`src/rtl/cg_seq_pkg.sv`:
```
// rtl/cg_seq_pkg.sv - shared state type, phase-level encodings and default widths for the CG sequencer
package cg_seq_pkg;

    typedef enum logic [2:0] {
        IDLE     = 3'd0,
        CORE_RST = 3'd1,
        ARM      = 3'd2,
        RUN      = 3'd3,
        GAP      = 3'd4,
        DONE     = 3'd5
    } seq_state_e;

    // The two phase controls have opposite polarity on the core.
    localparam logic MXV_RUN  = 1'b1;
    localparam logic MXV_HOLD = 1'b0;
    localparam logic VXV_RUN  = 1'b0;
    localparam logic VXV_HOLD = 1'b1;

    localparam int DEF_ITER_W = 16;
    localparam int TMR_W      = 16;

endpackage

```
`src/rtl/cg_phase_sequencer_if.sv`:
```
// rtl/cg_phase_sequencer_if.sv - run-control signals between the sequencer (master) and core/host side (slave)
interface cg_phase_sequencer_if #(
    parameter int ITER_W = cg_seq_pkg::DEF_ITER_W
);
    logic              start;
    logic              finish;
    logic              halt;
    logic              core_reset;
    logic              reset_mXv1;
    logic              reset_vXv1;
    logic [ITER_W-1:0] iter_count;
    logic              busy;
    logic              done;
    logic              timeout;

    modport master (
        input  start, finish, halt,
        output core_reset, reset_mXv1, reset_vXv1, iter_count, busy, done, timeout
    );

    modport slave (
        output start, finish, halt,
        input  core_reset, reset_mXv1, reset_vXv1, iter_count, busy, done, timeout
    );
endinterface

```
`src/rtl/seq_down_counter.sv`:
```
// rtl/seq_down_counter.sv - loadable saturating down-counter with zero flag
module seq_down_counter #(
    parameter int W = 16
) (
    input  logic         clk,
    input  logic         rst_n,
    input  logic         load,
    input  logic [W-1:0] load_val,
    input  logic         en,
    output logic         zero
);
    logic [W-1:0] cnt_q, cnt_d;

    always_comb begin
        cnt_d = cnt_q;
        if (load) begin
            cnt_d = load_val;
        end else if (en && (cnt_q != '0)) begin
            cnt_d = cnt_q - W'(1);
        end
    end

    always_ff @(posedge clk or negedge rst_n) begin
        if (!rst_n) begin
            cnt_q <= '0;
        end else begin
            cnt_q <= cnt_d;
        end
    end

    assign zero = (cnt_q == '0);
endmodule

```
`src/rtl/cg_phase_sequencer.sv`:
```
// rtl/cg_phase_sequencer.sv - CG core run controller: reset, phase re-arm, iteration count, halt
// CG_SEQ_TIMEOUT_EN builds the RUN watchdog; otherwise timeout is tied low.
module cg_phase_sequencer
    import cg_seq_pkg::*;
#(
    parameter int CORE_RST_CYCLES = 2,
    parameter int GAP_CYCLES      = 5,
    parameter int MAX_ITER        = 256,
    parameter int ITER_W          = DEF_ITER_W,
    parameter int TIMEOUT_CYCLES  = 65535
) (
    input logic                  clk,
    input logic                  reset,
    cg_phase_sequencer_if.master bus
);
    seq_state_e        state_q, state_d;
    logic [ITER_W-1:0] iter_q, iter_d;
    logic              core_reset_q, core_reset_d;
    logic              mxv_q, mxv_d;
    logic              vxv_q, vxv_d;
    logic              busy_q, busy_d;
    logic              done_q, done_d;
    logic              finish_prev_q, finish_prev_d;
    logic              fin_edge, last_iter;
    logic              tmr_load, tmr_zero;
    logic [TMR_W-1:0]  tmr_load_val;

    // Sampling finish every cycle means a level still high on RUN entry never looks like an edge.
    assign finish_prev_d = bus.finish;
    assign fin_edge      = bus.finish && !finish_prev_q;
    assign last_iter     = (iter_q == ITER_W'(MAX_ITER - 1));

    assign tmr_load     = (state_d != state_q) && ((state_d == CORE_RST) || (state_d == GAP));
    assign tmr_load_val = (state_d == CORE_RST) ? TMR_W'(CORE_RST_CYCLES - 1) : TMR_W'(GAP_CYCLES - 1);

    seq_down_counter #(.W(TMR_W)) u_interval (
        .clk      (clk),
        .rst_n    (reset),
        .load     (tmr_load),
        .load_val (tmr_load_val),
        .en       (1'b1),
        .zero     (tmr_zero)
    );

`ifdef CG_SEQ_TIMEOUT_EN
    localparam int WD_W = $clog2(TIMEOUT_CYCLES + 1);
    logic timeout_q, timeout_d;
    logic wd_zero, wd_fire;

    seq_down_counter #(.W(WD_W)) u_watchdog (
        .clk      (clk),
        .rst_n    (reset),
        .load     ((state_d == RUN) && (state_q != RUN)),
        .load_val (WD_W'(TIMEOUT_CYCLES - 1)),
        .en       (state_q == RUN),
        .zero     (wd_zero)
    );

    assign wd_fire     = (state_q == RUN) && wd_zero;
    assign bus.timeout = timeout_q;
`else
    logic unused_timeout_cfg;
    assign unused_timeout_cfg = (TIMEOUT_CYCLES != 0);
    assign bus.timeout        = 1'b0;
`endif

    always_comb begin
        state_d = state_q;
        iter_d  = iter_q;
`ifdef CG_SEQ_TIMEOUT_EN
        timeout_d = timeout_q;
`endif
        case (state_q)
            IDLE, DONE: begin
                if (bus.start) begin
                    state_d = CORE_RST;
                    iter_d  = '0;
`ifdef CG_SEQ_TIMEOUT_EN
                    timeout_d = 1'b0;
`endif
                end
            end
            CORE_RST: begin
                if (bus.halt)      state_d = DONE;
                else if (tmr_zero) state_d = ARM;
            end
            ARM: state_d = bus.halt ? DONE : RUN;
            RUN: begin
                // The edge is counted even when halt or the watchdog wins the transition.
                if (fin_edge) iter_d = iter_q + ITER_W'(1);
                if (bus.halt) begin
                    state_d = DONE;
                end
`ifdef CG_SEQ_TIMEOUT_EN
                else if (wd_fire) begin
                    state_d   = DONE;
                    timeout_d = 1'b1;
                end
`endif
                else if (fin_edge) begin
                    state_d = last_iter ? DONE : GAP;
                end
            end
            GAP: begin
                if (bus.halt)      state_d = DONE;
                else if (tmr_zero) state_d = RUN;
            end
            default: state_d = IDLE;
        endcase
    end

    // Outputs decoded from the next state so the registered copies track state_q exactly.
    always_comb begin
        core_reset_d = 1'b0;
        mxv_d        = MXV_HOLD;
        vxv_d        = VXV_HOLD;
        busy_d       = 1'b0;
        done_d       = 1'b0;
        case (state_d)
            IDLE:     core_reset_d = 1'b1;
            CORE_RST: begin
                core_reset_d = 1'b1;
                busy_d       = 1'b1;
            end
            ARM, GAP: busy_d = 1'b1;
            RUN: begin
                busy_d = 1'b1;
                mxv_d  = MXV_RUN;
                vxv_d  = VXV_RUN;
            end
            DONE:     done_d = 1'b1;
            default:  core_reset_d = 1'b1;
        endcase
    end

    always_ff @(posedge clk or negedge reset) begin
        if (!reset) begin
            state_q       <= IDLE;
            iter_q        <= '0;
            core_reset_q  <= 1'b1;
            mxv_q         <= MXV_HOLD;
            vxv_q         <= VXV_HOLD;
            busy_q        <= 1'b0;
            done_q        <= 1'b0;
            finish_prev_q <= 1'b0;
`ifdef CG_SEQ_TIMEOUT_EN
            timeout_q     <= 1'b0;
`endif
        end else begin
            state_q       <= state_d;
            iter_q        <= iter_d;
            core_reset_q  <= core_reset_d;
            mxv_q         <= mxv_d;
            vxv_q         <= vxv_d;
            busy_q        <= busy_d;
            done_q        <= done_d;
            finish_prev_q <= finish_prev_d;
`ifdef CG_SEQ_TIMEOUT_EN
            timeout_q     <= timeout_d;
`endif
        end
    end

    assign bus.core_reset = core_reset_q;
    assign bus.reset_mXv1 = mxv_q;
    assign bus.reset_vXv1 = vxv_q;
    assign bus.iter_count = iter_q;
    assign bus.busy       = busy_q;
    assign bus.done       = done_q;
endmodule

```
`src/flat_wrapper.sv`:
```
// flat-port wrapper written by rule: the top's interface ports become plain ports
module cg_phase_sequencer_flat import cg_seq_pkg::*;
#(
    parameter int CORE_RST_CYCLES = 2,
    parameter int GAP_CYCLES      = 5,
    parameter int MAX_ITER        = 256,
    parameter int ITER_W          = DEF_ITER_W,
    parameter int TIMEOUT_CYCLES  = 65535
)
  (clk, reset, bus_start, bus_finish, bus_halt, bus_core_reset, bus_reset_mXv1, bus_reset_vXv1, bus_iter_count, bus_busy, bus_done, bus_timeout);
  cg_phase_sequencer_if #(.ITER_W(ITER_W)) bus_i ();
  input logic clk;
  input logic reset;
  input wire logic [$bits(bus_i.start)-1:0] bus_start;
  input wire logic [$bits(bus_i.finish)-1:0] bus_finish;
  input wire logic [$bits(bus_i.halt)-1:0] bus_halt;
  output wire logic [$bits(bus_i.core_reset)-1:0] bus_core_reset;
  output wire logic [$bits(bus_i.reset_mXv1)-1:0] bus_reset_mXv1;
  output wire logic [$bits(bus_i.reset_vXv1)-1:0] bus_reset_vXv1;
  output wire logic [$bits(bus_i.iter_count)-1:0] bus_iter_count;
  output wire logic [$bits(bus_i.busy)-1:0] bus_busy;
  output wire logic [$bits(bus_i.done)-1:0] bus_done;
  output wire logic [$bits(bus_i.timeout)-1:0] bus_timeout;
  assign bus_i.start = bus_start;
  assign bus_i.finish = bus_finish;
  assign bus_i.halt = bus_halt;
  assign bus_core_reset = bus_i.core_reset;
  assign bus_reset_mXv1 = bus_i.reset_mXv1;
  assign bus_reset_vXv1 = bus_i.reset_vXv1;
  assign bus_iter_count = bus_i.iter_count;
  assign bus_busy = bus_i.busy;
  assign bus_done = bus_i.done;
  assign bus_timeout = bus_i.timeout;
  cg_phase_sequencer #(.CORE_RST_CYCLES(CORE_RST_CYCLES), .GAP_CYCLES(GAP_CYCLES), .MAX_ITER(MAX_ITER), .ITER_W(ITER_W), .TIMEOUT_CYCLES(TIMEOUT_CYCLES)) u_core (.clk(clk), .reset(reset), .bus(bus_i));
endmodule
```
`config.mk`:
```
export PLATFORM = sky130hd
export DESIGN_NAME = cg_phase_sequencer_flat
export DESIGN_NICKNAME = d
export VERILOG_FILES = /design/src/rtl/cg_seq_pkg.sv /design/src/rtl/cg_phase_sequencer_if.sv /design/src/rtl/seq_down_counter.sv /design/src/rtl/cg_phase_sequencer.sv /design/src/flat_wrapper.sv
export SDC_FILE = /design/constraint.sdc
export NUM_CORES = 1
export LEC_CHECK = 0
export CORE_ASPECT_RATIO = 1.5
export CORE_UTILIZATION = 45
export CTS_BUF_LIST = sky130_fd_sc_hd__clkbuf_16
export CTS_CLUSTER_SIZE = 25
export DETAILED_ROUTE_END_ITERATION = 7
export DONT_BUFFER_PORTS = 1
export GPL_TIMING_DRIVEN = 1
export HOLD_SLACK_MARGIN = 0.15
export SYNTH_ARGS = -nofsm -noshare
export SYNTH_HDL_FRONTEND = slang
export SYNTH_SLANG_ARGS = --single-unit
```
`constraint.sdc`:
```
create_clock -name clk -period 2.59 [get_ports clk]
set_input_delay 0.6475 -clock clk [delete_from_list [all_inputs] [get_ports clk]]
set_output_delay 0.6475 -clock clk [all_outputs]
set_load 0.1 [all_outputs]
```
==> impl_results.md, run 1 <==
* Post-route ant nets at 0
* Setup tns final at 0 ns
* Hpwl dp at 3360 µm
* Remaining Overflow, GRT at 0
* Switching power at 1320 µW
* First-pass GRT wire length at 7690 µm
* Commonest non-fill, non-tap cells in the layout: dfrtp_1, nor2_1, buf_4
* H-tree depth at 2
* Total GRT Usage at 19.7%
* Port Buf Inserts at 0
* CP Cell Sequence: or4_4 > or4_4 > o31ai_4 > o2111ai_4 > o21ai_4 > buf_12 > a211oi_1
* Slew headroom at 65.2%
* Core Area at 4810 µm²
* Final GP Congestion at 0.768
* Via/cell ratio at 5.34
* Pwr/cell area at 1200 nW/µm²
* Yosys reg bits at 41
* Post-DR wirelength/cell at 14.1 µm
* Clock Path Buffers at 2
* Hold violation total from the final report at 0
* Final period util at 95.4%
* DRC violation count after routing at 0
* Final setup fails at 0
* TritonCTS clock tree: built
* CTS Buf Count at 5
* Sw Share at 40.4%
* Share of cells above drive strength 1 at 21.4%
* Placed cell area at 2520 µm²
* Cell Rows at 31
* Mapped Nets at 241
* CP Data Arrival Time at 2.62 ns
* Worst setup path end: u_core.u_interval.cnt_q[1]
* Worst skew pair latency at 0.28 ns
* Most common flop cell mapped by yosys: dfrtp_1
* Clock Skews at 0.00411 ns
* Post-Synthesis Cell Area at 2230 µm²
* DIE AREA at 5240 µm²
* Fmax at 0.405 GHz
* Max Cap Viol at 0
* Area Overhead vs Synth at 21.8%
* RSZ-0062 raised after global routing: no
* Critical Path Source: u_core.u_interval.cnt_q[9]
* Yosys warning count at 0
* Most frequent CP cell: or4_4
* Peak fanout along the critical path at 15
* Pin count of the biggest net entering global routing at 40
* FF-to-FF setup slack at 0.12 ns
* Vias in the first global route at 1,708
* 1st-pass router iterations at 4
* Most common cell after layout, fill and taps aside: dfrtp_1
* Seq pwr share at 30.8%
* Post-synth ARST share at 100%
* Critical R2R Capture: u_core.u_interval.cnt_q[1]
* Setup crit end kind: flip-flop
* Status: complete, no violations
* Startpoint Class: flip-flop
* Post-synthesis cell type count at 49
* Diode count at 0
* Fin cells at 332
* Starting DRC count in detailed routing at 35
* Top-level port count at 27
* Cell chosen for the clock root: clkbuf_16
* DRT Wirelength at 4670 µm
* Leakage dissipation at 0.00121 µW
* Internal power at 1940 µW
* Post-layout min period at 2.47 ns
* Tot Pwr at 3260 µW
* Clk slew on worst S/H paths at 0.06 ns
* CTS Sinks at 41
* Final instance area at 2710 µm²
* Slowest CP cell: or4_4
* Vias at 1,773
* Setup Fix Bufs, Post-CTS at 0
* R2R depth at 7
* Clock network fraction of total power at 20.9%
* Slew @ Worst Pin at 0.517 ns
* Initial Util at 46.3%
* Number of enable flip-flop cells after synthesis at 0
* Worst hold margin at 0.208 ns
* Max stage delay on crit path at 0.56 ns
* HP Class: in -> async
* Crit Path Class: reg -> reg
* Nets at 272
* Reg-to-Reg Start: u_core.u_interval.cnt_q[9]
* Gate power share at 48.3%
* WP data required at 2.74 ns
* Initial antenna violation count at 0
* Slew Viols, Final at 0
* Cells after DPL at 323
* Sequential share of the synthesized area at 46.2%
* Overall die width at 59.4 µm
* Die Y at 88.1 µm
* Max VDD drop at 510 µV
* Cell count after synthesis at 234
* Avg Inst Size Synth at 9.51 µm²
[worst min-delay path by stage]
stage	start	end	slack (ns)	depth (start not counted)
detailed placement	reset	u_core.u_interval.cnt_q[11]	0.35	0
global placement	reset	u_core.u_interval.cnt_q[11]	0.35	0
global route	reset	u_core.bus.core_reset	0.20	0
floorplan	reset	u_core.bus.busy	0.35	0
finish	reset	u_core.bus.core_reset	0.21	0
CTS	reset	u_core.bus.reset_vXv1	0.20	0
[synthesized netlist by cell type (5+ instances only)]
library cell / number / area, µm²
or3_1: 9 / 56.3
a21oi_1: 10 / 50.1
clkbuf_1: 8 / 30.0
nor3_1: 7 / 35.0
dfrtp_1: 39 / 976
nor4_1: 6 / 37.5
nand2_1: 14 / 52.6
nand3_1: 5 / 25.0
xnor2_1: 11 / 96.3
nor2_1: 35 / 131
o21ai_0: 6 / 30.0
xor2_1: 11 / 96.3
inv_1: 11 / 41.3
nor2b_1: 5 / 31.3
[flip-flops by register name, indices dropped and copies added, names as in the netlist]
register                 cells
u_core.u_interval.cnt_q     16
u_core.state_q               3
u_core.bus.core_reset        1
u_core.bus.done              1
u_core.bus.reset_vXv1        1
u_core.finish_prev_q         1
u_core.bus.busy              1
u_core.bus.reset_mXv1        1
u_core.bus.iter_count       16
[layout make-up]
type / instances / area (µm²)
clock buffers: 5 / 125
repair buffers: 35 / 288
inverters: 11 / 41.3
well taps: 66 / 82.6
clock inverters: 3 / 37.5
fillers: 465 / 2100
multi-input cells: 171 / 1110
flip-flops and latches: 41 / 1030
[metal layers]
| metal | vias up | GRT usage (%) | part of all wire (%) |
|---|---|---|---|
| met4 | 0 | 7.58 | 1.5 |
| met2 | 32 | 36.6 | 55 |
| met1 | 866 | 21.2 | 39 |
| met3 | 8 | 4.28 | 3.7 |
| li1 | 867 | - | - |
| met5 | - | 0 | 0 |
[logic make-up (layout without fill, tap and decap cells)]
logic type / after synthesis / count (layout) / share of synthesized area (%)
AND/OR/NAND/NOR: 106 / 106 / 25.3
flip-flops: 41 / 41 / 46.2
AO/OA/AOI/OAI: 37 / 37 / 12.9
XOR/XNOR: 22 / 22 / 8.66
buffers and inverters: 22 / 54 / 4.27
multiplexers: 3 / 3 / 1.35
adder cells (fa/ha/maj): 2 / 2 / 1.12
other: 1 / 1 / 0.168
[power by group through the flow]
stage | clock, µW | combinational, µW | sequential (µW)
final | 681 | 1570 | 1000
after global routing | 715 | 1740 | 1020
after CTS | 696 | 1580 | 1000
after detailed placement | 0 | 1550 | 1010
after global placement | 0 | 1530 | 1010
after floorplan | 0 | 1040 | 1100
[per-stage QoR]
step / setup WS [ns] / utilization, %
after global placement: 0.109 / 52.4
after detailed placement: 0.0782 / 52.4
after floorplan: 0.0289 / -
after global routing: 0.0190 / 56.4
after CTS: 0.0534 / 56.2
final: 0.119 / 56.4
[what timing repair did]
item,CTS,global route
hold endpoints to repair,39,0
hold buffers,1,0
endpoints found under the setup margin,0,6
gates resized for setup,0,2
[critical path: cells and delay by family, from the launching register on]
kind / cells / cell delay, ns
compound gates: 4 / 0.71
buf+inv: 1 / 0.15
flops: 1 / 0.38
simple gates: 2 / 1.10
No activity file was read; power rests on OpenSTA's default activity.
==> inputs of run 2 (changes only) <==
Settings changed: CORE_MARGIN from default to 2.
==> run 2 against run 1 <==
Compared with the run above:
- first-iteration DRC count rose by 74%
- critical path depth did not move
- die area rose by 5.7%
- clock skew rose by 0.00071 ns
- combinational power barely moved
- critical endpoint is now u_core.u_interval.cnt_q[2]
==> impl_results.md, run 2 (synthesis results as in run 1) <==
* Port Buf Inserts at 0 (unchanged)
* Top-level port count at 27 (unchanged)
* Overall die width at 61.4 µm (+3.4%)
* CTS Buf Count at 5 (unchanged)
* Core Area at 4810 µm² (unchanged)
* Slowest CP cell: or4_4
* DRC violation count after routing at 0 (unchanged)
* Most common cell after layout, fill and taps aside: dfrtp_1
* Final GP Congestion at 0.769 (+0.21%)
* CP Cell Sequence: or4_4 > or4_4 > o31ai_4 > o2111ai_4 > o21ai_4 > buf_12 > o21a_1
* TritonCTS clock tree: built
* DRT Wirelength at 4760 µm (+1.9%)
* Slew @ Worst Pin at 0.511 ns (-0.00596 ns)
* Setup crit end kind: flip-flop
* Initial Util at 46.3% (unchanged)
* Slew headroom at 65.9% (+0.72 points)
* Fmax at 0.403 GHz (-0.53%)
* Hpwl dp at 3500 µm (+4.1%)
* Clock network fraction of total power at 18.9% (-2.0 points)
* HP Class: in -> async
* Max stage delay on crit path at 0.58 ns (+0.02 ns)
* WP depth at 7 (unchanged)
* Post-layout min period at 2.48 ns (+0.0132 ns)
* Gate power share at 49.4% (+1.1 points)
* Initial antenna violation count at 0 (unchanged)
* Setup Fix Bufs, Post-CTS at 0 (unchanged)
* Via/cell ratio at 5.16 (-3.4%)
* Filler cells at 480 (+3.2%)
* Clk slew on worst S/H paths at 0.06 ns (about the same)
* Max Cap Viol at 0 (unchanged)
* Placed cell area at 2520 µm² (unchanged)
* Cell Rows at 31 (unchanged)
* Area of the multi-input gates at 1110 µm² (unchanged)
* Pwr/cell area at 1180 nW/µm² (-1.5%)
* Remaining Overflow, GRT at 0 (unchanged)
* CP Data Arrival Time at 2.71 ns (+0.09 ns)
* Status: complete, no violations
* Starting DRC count in detailed routing at 61 (+74%)
* Hold violation total from the final report at 0 (unchanged)
* Startpoint Class: flip-flop
* Sw Share at 42.0% (+1.6 points)
* Max VDD drop at 401 µV (-21%)
* WP data required at 2.81 ns (+0.07 ns)
* Commonest non-fill, non-tap cells in the layout: dfrtp_1, nor2_1, buf_4
* Pin count of the biggest net entering global routing at 40 (unchanged)
* DIE AREA at 5540 µm² (+5.7%)
* Seq pwr share at 31.7% (+0.9 points)
* Area Overhead vs Synth at 20.9%
* Clock Path Buffers at 2 (unchanged)
* Vias in the first global route at 1,777 (+4.0%)
* Final period util at 95.9% (+0.51 points)
* Internal power at 1850 µW (-4.9%)
* Post-DR wirelength/cell at 14.3 µm (+1.9%)
* Peak fanout along the critical path at 15 (unchanged)
* Total GRT Usage at 19.3% (-0.40 points)
* Clock Skews at 0.00482 ns (+0.000710 ns)
* Buf+Inv Stages, Crit Path at 1 (unchanged)
* Slew Viols, Final at 0 (unchanged)
* Reg area at 1030 µm² (unchanged)
* Share of cells above drive strength 1 at 22.2% (+0.75 points)
* Post-route ant nets at 0 (unchanged)
* 1st-pass router iterations at 4 (unchanged)
* H-tree depth at 2 (unchanged)
* Vias at 1,713 (-3.4%)
* Die Y at 90.1 µm (+2.3%)
* Switching power at 1340 µW (+1.7%)
* CTS Sinks at 41 (unchanged)
* Crit-path leading delay family: simple AND/OR/NAND/NOR gates
* Leakage dissipation at 0.00120 µW (-1.1%)
* R2R depth at 7 (unchanged)
* RSZ-0062 raised after global routing: yes
* Nets at 272 (unchanged)
* Final setup fails at 0 (unchanged)
* Final instance area at 2690 µm² (-0.74%)
* First-pass GRT wire length at 8050 µm (+4.7%)
* Diode count at 0 (unchanged)
* Fin util at 56.0% (-0.42 points)
* Worst skew pair latency at 0.28 ns (about the same)
* Cell chosen for the clock root: clkbuf_16
* Most frequent CP cell: or4_4
* Crit Path Class: reg -> reg
-- run 2: layout make-up --
cell class                 instances  share of cell area [%]
inverter                          11                    1.53
timing repair buffer              35                    10.7
multi-input combinational        171                    41.2
sequential                        41                    38.2
clock buffer                       5                    4.65
tap                               66                    3.07
clock inverter                     3                   0.651
-- run 2: power by group through the flow --
stage,logic (µW),clock network [µW],registers [µW]
2_1_floorplan,1040,0,1100
6_report,1570,603,1010
3_5_place_dp,1550,0,1020
4_1_cts,1570,622,1010
5_1_grt,1730,639,1030
3_3_place_gp,1530,0,1010
-- run 2: path summary, 6_finish.rpt --
check	start	to	slack (ns)
worst max-delay path	u_core.u_interval.cnt_q[9]	u_core.u_interval.cnt_q[2]	0.11
worst min-delay path	reset	u_core.u_interval.cnt_q[12]	0.20
worst max register to register	u_core.u_interval.cnt_q[9]	u_core.u_interval.cnt_q[2]	0.11
worst min register to register	u_core.bus.iter_count[0]	u_core.bus.iter_count[0]	0.54
max in group asynchronous	reset	u_core.bus.iter_count[5]	2.19
min in group clk	bus_finish	u_core.finish_prev_q	0.39
-- run 2: worst reg2reg max path, cell delays in order, from the launching register on --
cell	delay (ns)
dfrtp_1	0.40
or4_4	0.58
or4_4	0.54
o31ai_4	0.27
o2111ai_4	0.17
o21ai_4	0.20
buf_12	0.15
o21a_1	0.12
-- run 2: metal layers --
layer	GRT usage (%)	routed length (µm)
met1	22.0	1890
met2	33.5	2610
met3	4.03	161
met4	7.80	104
met5	0	0
-- run 2: what timing repair did --
action                                  4_1_cts  5_1_grt
resized for setup                             0        2
endpoints found under the setup margin        0       18
hold endpoints to repair                     39        0
hold buffers                                  1        0
-- run 2: per-stage QoR --
| step | total power [µW] | setup WS [ns] | cells | TNS, ns | hold slack [ns] |
|---|---|---|---|---|---|
| 4_1_cts | 3200 | 0.0305 | 332 | 0 | 0.196 |
| 6_report | 3190 | 0.106 | 332 | 0 | 0.203 |
| 2_1_floorplan | 2140 | 0.0289 | 234 | 0 | 0.352 |
| 3_5_place_dp | 2570 | 0.0459 | 323 | 0 | 0.353 |
| 5_1_grt | 3390 | -0.00207 | 332 | -0.00207 | 0.193 |
| 3_3_place_gp | 2540 | 0.0807 | 323 | 0 | 0.353 |
==> inputs of run 3 (changes only) <==
Settings changed: PLACE_DENSITY from default to 0.61, RECOVER_POWER from default to 100.
==> run 3 against run 2 <==
Compared with the run above:
- the flow now finishes with violations (capacitance limit, slew limit)
- combinational power decreased by 3%
- first-iteration DRC count decreased by 1.6%
- die area unchanged
- non-clock buffer count decreased by 1
- critical endpoint is now u_core.u_interval.cnt_q[15]
==> impl_results.md, run 3 (synthesis results as in run 1) <==
* Startpoint Class: flip-flop
* Share of cells above drive strength 1 at 14.3% (-7.8 points)
* Commonest non-fill, non-tap cells in the layout: dfrtp_1, nor2_1, nand2_1, clkbuf_1
* Pin count of the biggest net entering global routing at 40 (unchanged)
* Diode count at 0 (unchanged)
* Worst skew pair latency at 0.28 ns (about the same)
* Peak fanout along the critical path at 15 (unchanged)
* Hpwl dp at 3440 µm (-1.6%)
* CP Data Arrival Time at 2.61 ns (-0.10 ns)
* Crit Path Class: reg -> reg
* Setup WS pre-CTS at 0.0770 ns (+0.0312 ns)
* Setup tns final at 0 ns (unchanged)
* Via/cell ratio at 5.17 (+0.24%)
* Max Cap Viol at 1 (+1)
* Initial antenna violation count at 0 (unchanged)
* Remaining Overflow, GRT at 0 (unchanged)
* Post-DR wirelength/cell at 14.3 µm (-0.58%)
* Setup crit end kind: flip-flop
* Final GP Congestion at 0.816 (+6.1%)
* Area Overhead vs Synth at 17.4%
* Top-level port count at 27 (unchanged)
* RSZ-0062 raised after global routing: no
* First-pass GRT wire length at 8270 µm (+2.8%)
* Leakage dissipation at 0.00115 µW (-3.9%)
* Post-layout min period at 2.46 ns (-0.0235 ns)
* Overall die width at 61.4 µm (unchanged)
* Status: finished, violations left
* Slew @ Worst Pin at 1.72 ns (+1.21 ns)
* CTS Buf Count at 5 (unchanged)
* Clk slew on worst S/H paths at 0.06 ns (about the same)
* Initial Util at 46.3% (unchanged)
* HP Class: in -> async
* Port Buf Inserts at 0 (unchanged)
* DRC violation count after routing at 0 (unchanged)
* Reg area at 1030 µm² (unchanged)
* CTS Sinks at 41 (unchanged)
* WP data required at 2.74 ns (-0.07 ns)
* Cell chosen for the clock root: clkbuf_16
* Vias in the first global route at 1,795 (+1.0%)
* Placed cell area at 2510 µm² (-0.30%)
* Starting DRC count in detailed routing at 60 (-1.6%)
* Clock Path Buffers at 2 (unchanged)
* Final setup fails at 0 (unchanged)
* Final period util at 95.0% (-0.91 points)
* 1st-pass router iterations at 4 (unchanged)
* Clock Skews at 0.00515 ns (+0.000326 ns)
* Slew Viols, Final at 40 (+40)
* Most common cell after layout, fill and taps aside: dfrtp_1
* Max VDD drop at 394 µV (-1.8%)
* Final instance area at 2610 µm² (-2.9%)
* Vias at 1,712 (-0.058%)
* Fmax at 0.406 GHz (+0.95%)
* Nets at 271 (-0.37%)
* Final worst setup slack at 0.129 ns (+0.0235 ns)
* Core Area at 4810 µm² (unchanged)
* Filler cells at 496 (+3.3%)
* TritonCTS clock tree: built
* Total GRT Usage at 19.9% (+0.55 points)
* Area of the multi-input gates at 1110 µm² (+0.45%)
* Post-route ant nets at 0 (unchanged)
* DIE AREA at 5540 µm² (unchanged)
* Setup Fix Bufs, Post-CTS at 0 (unchanged)
* DRT Wirelength at 4720 µm (-0.88%)
* Pwr/cell area at 1190 nW/µm² (+0.78%)
* Hold violation total from the final report at 0 (unchanged)
* Slew headroom at -14.5% (-80 points)
* Die Y at 90.1 µm (unchanged)
* H-tree depth at 2 (unchanged)
* Failing checks: capacitance limit, slew limit
* Cell Rows at 31 (unchanged)
run 3: cell types whose count changed in the layout (fill, tap and decap cells not counted), sizes merged:
| cell | delta |
|---|---|
| clkinv | -1 |
| clkbuf | +20 |
| dlymetal6s4s | +1 |
| inv | +1 |
| buf | -22 |
run 3: cell type report:
type,count,share of cell area (%)
Multi-Input combinational cell,171,42.6
Sequential cell,41,39.3
Timing Repair Buffer,34,7.95
Clock buffer,5,4.79
Tap cell,66,3.16
Inverter,11,1.58
Clock inverter,3,0.574
run 3: routing by layer:
layer  up-vias  GRT usage, %  share of wire, %
li1        862             -                 -
met1       819          23.1                41
met2        25          33.5                54
met3         6          5.04               3.6
met4         0          8.16               2.1
met5         -             0                 0
run 3: final timing paths:
kind,start,endpoint,slack (ns),cells past startpoint
setup / recovery,u_core.u_interval.cnt_q[9],u_core.u_interval.cnt_q[15],0.13,7
hold / removal,reset,u_core.bus.core_reset,0.21,0
setup reg to reg,u_core.u_interval.cnt_q[9],u_core.u_interval.cnt_q[15],0.13,7
hold reg to reg,u_core.bus.iter_count[0],u_core.bus.iter_count[0],0.53,1
max in group asynchronous,reset,u_core.bus.iter_count[8],0.68,1
min in group clk,bus_finish,u_core.finish_prev_q,0.39,0
run 3: metrics by stage:
stage                     cells  power [µW]  util, %  hold WS [ns]
after floorplan             234        2140        -         0.352
after global placement      322        2500     52.3         0.353
after detailed placement    322        2520     52.3         0.353
after CTS                   331        3150     55.6         0.199
after global routing        331        3350     54.3         0.196
final                       331        3120     54.3         0.205
run 3: repair_timing:
item,in CTS,in global routing
endpoints found under the hold margin,39,0
hold buffers,1,0
endpoints found under the setup margin,0,17
resized for setup,0,3
run 3: power breakdown:
group / switching [µW] / internal [µW] / total (µW)
Clock: 244 / 350 / 594
Sequential: 205 / 795 / 999
Combinational: 871 / 654 / 1520
Total: 1320 / 1800 / 3120
run 3: critical path, stage by stage, from the launching register on:
cell and delay (ns):
dfrtp_1 0.38, or4_4 0.57, or4_4 0.54, o31ai_4 0.27, o2111ai_4 0.17, o21ai_4 0.19, buf_12 0.15, nor3_1 0.05
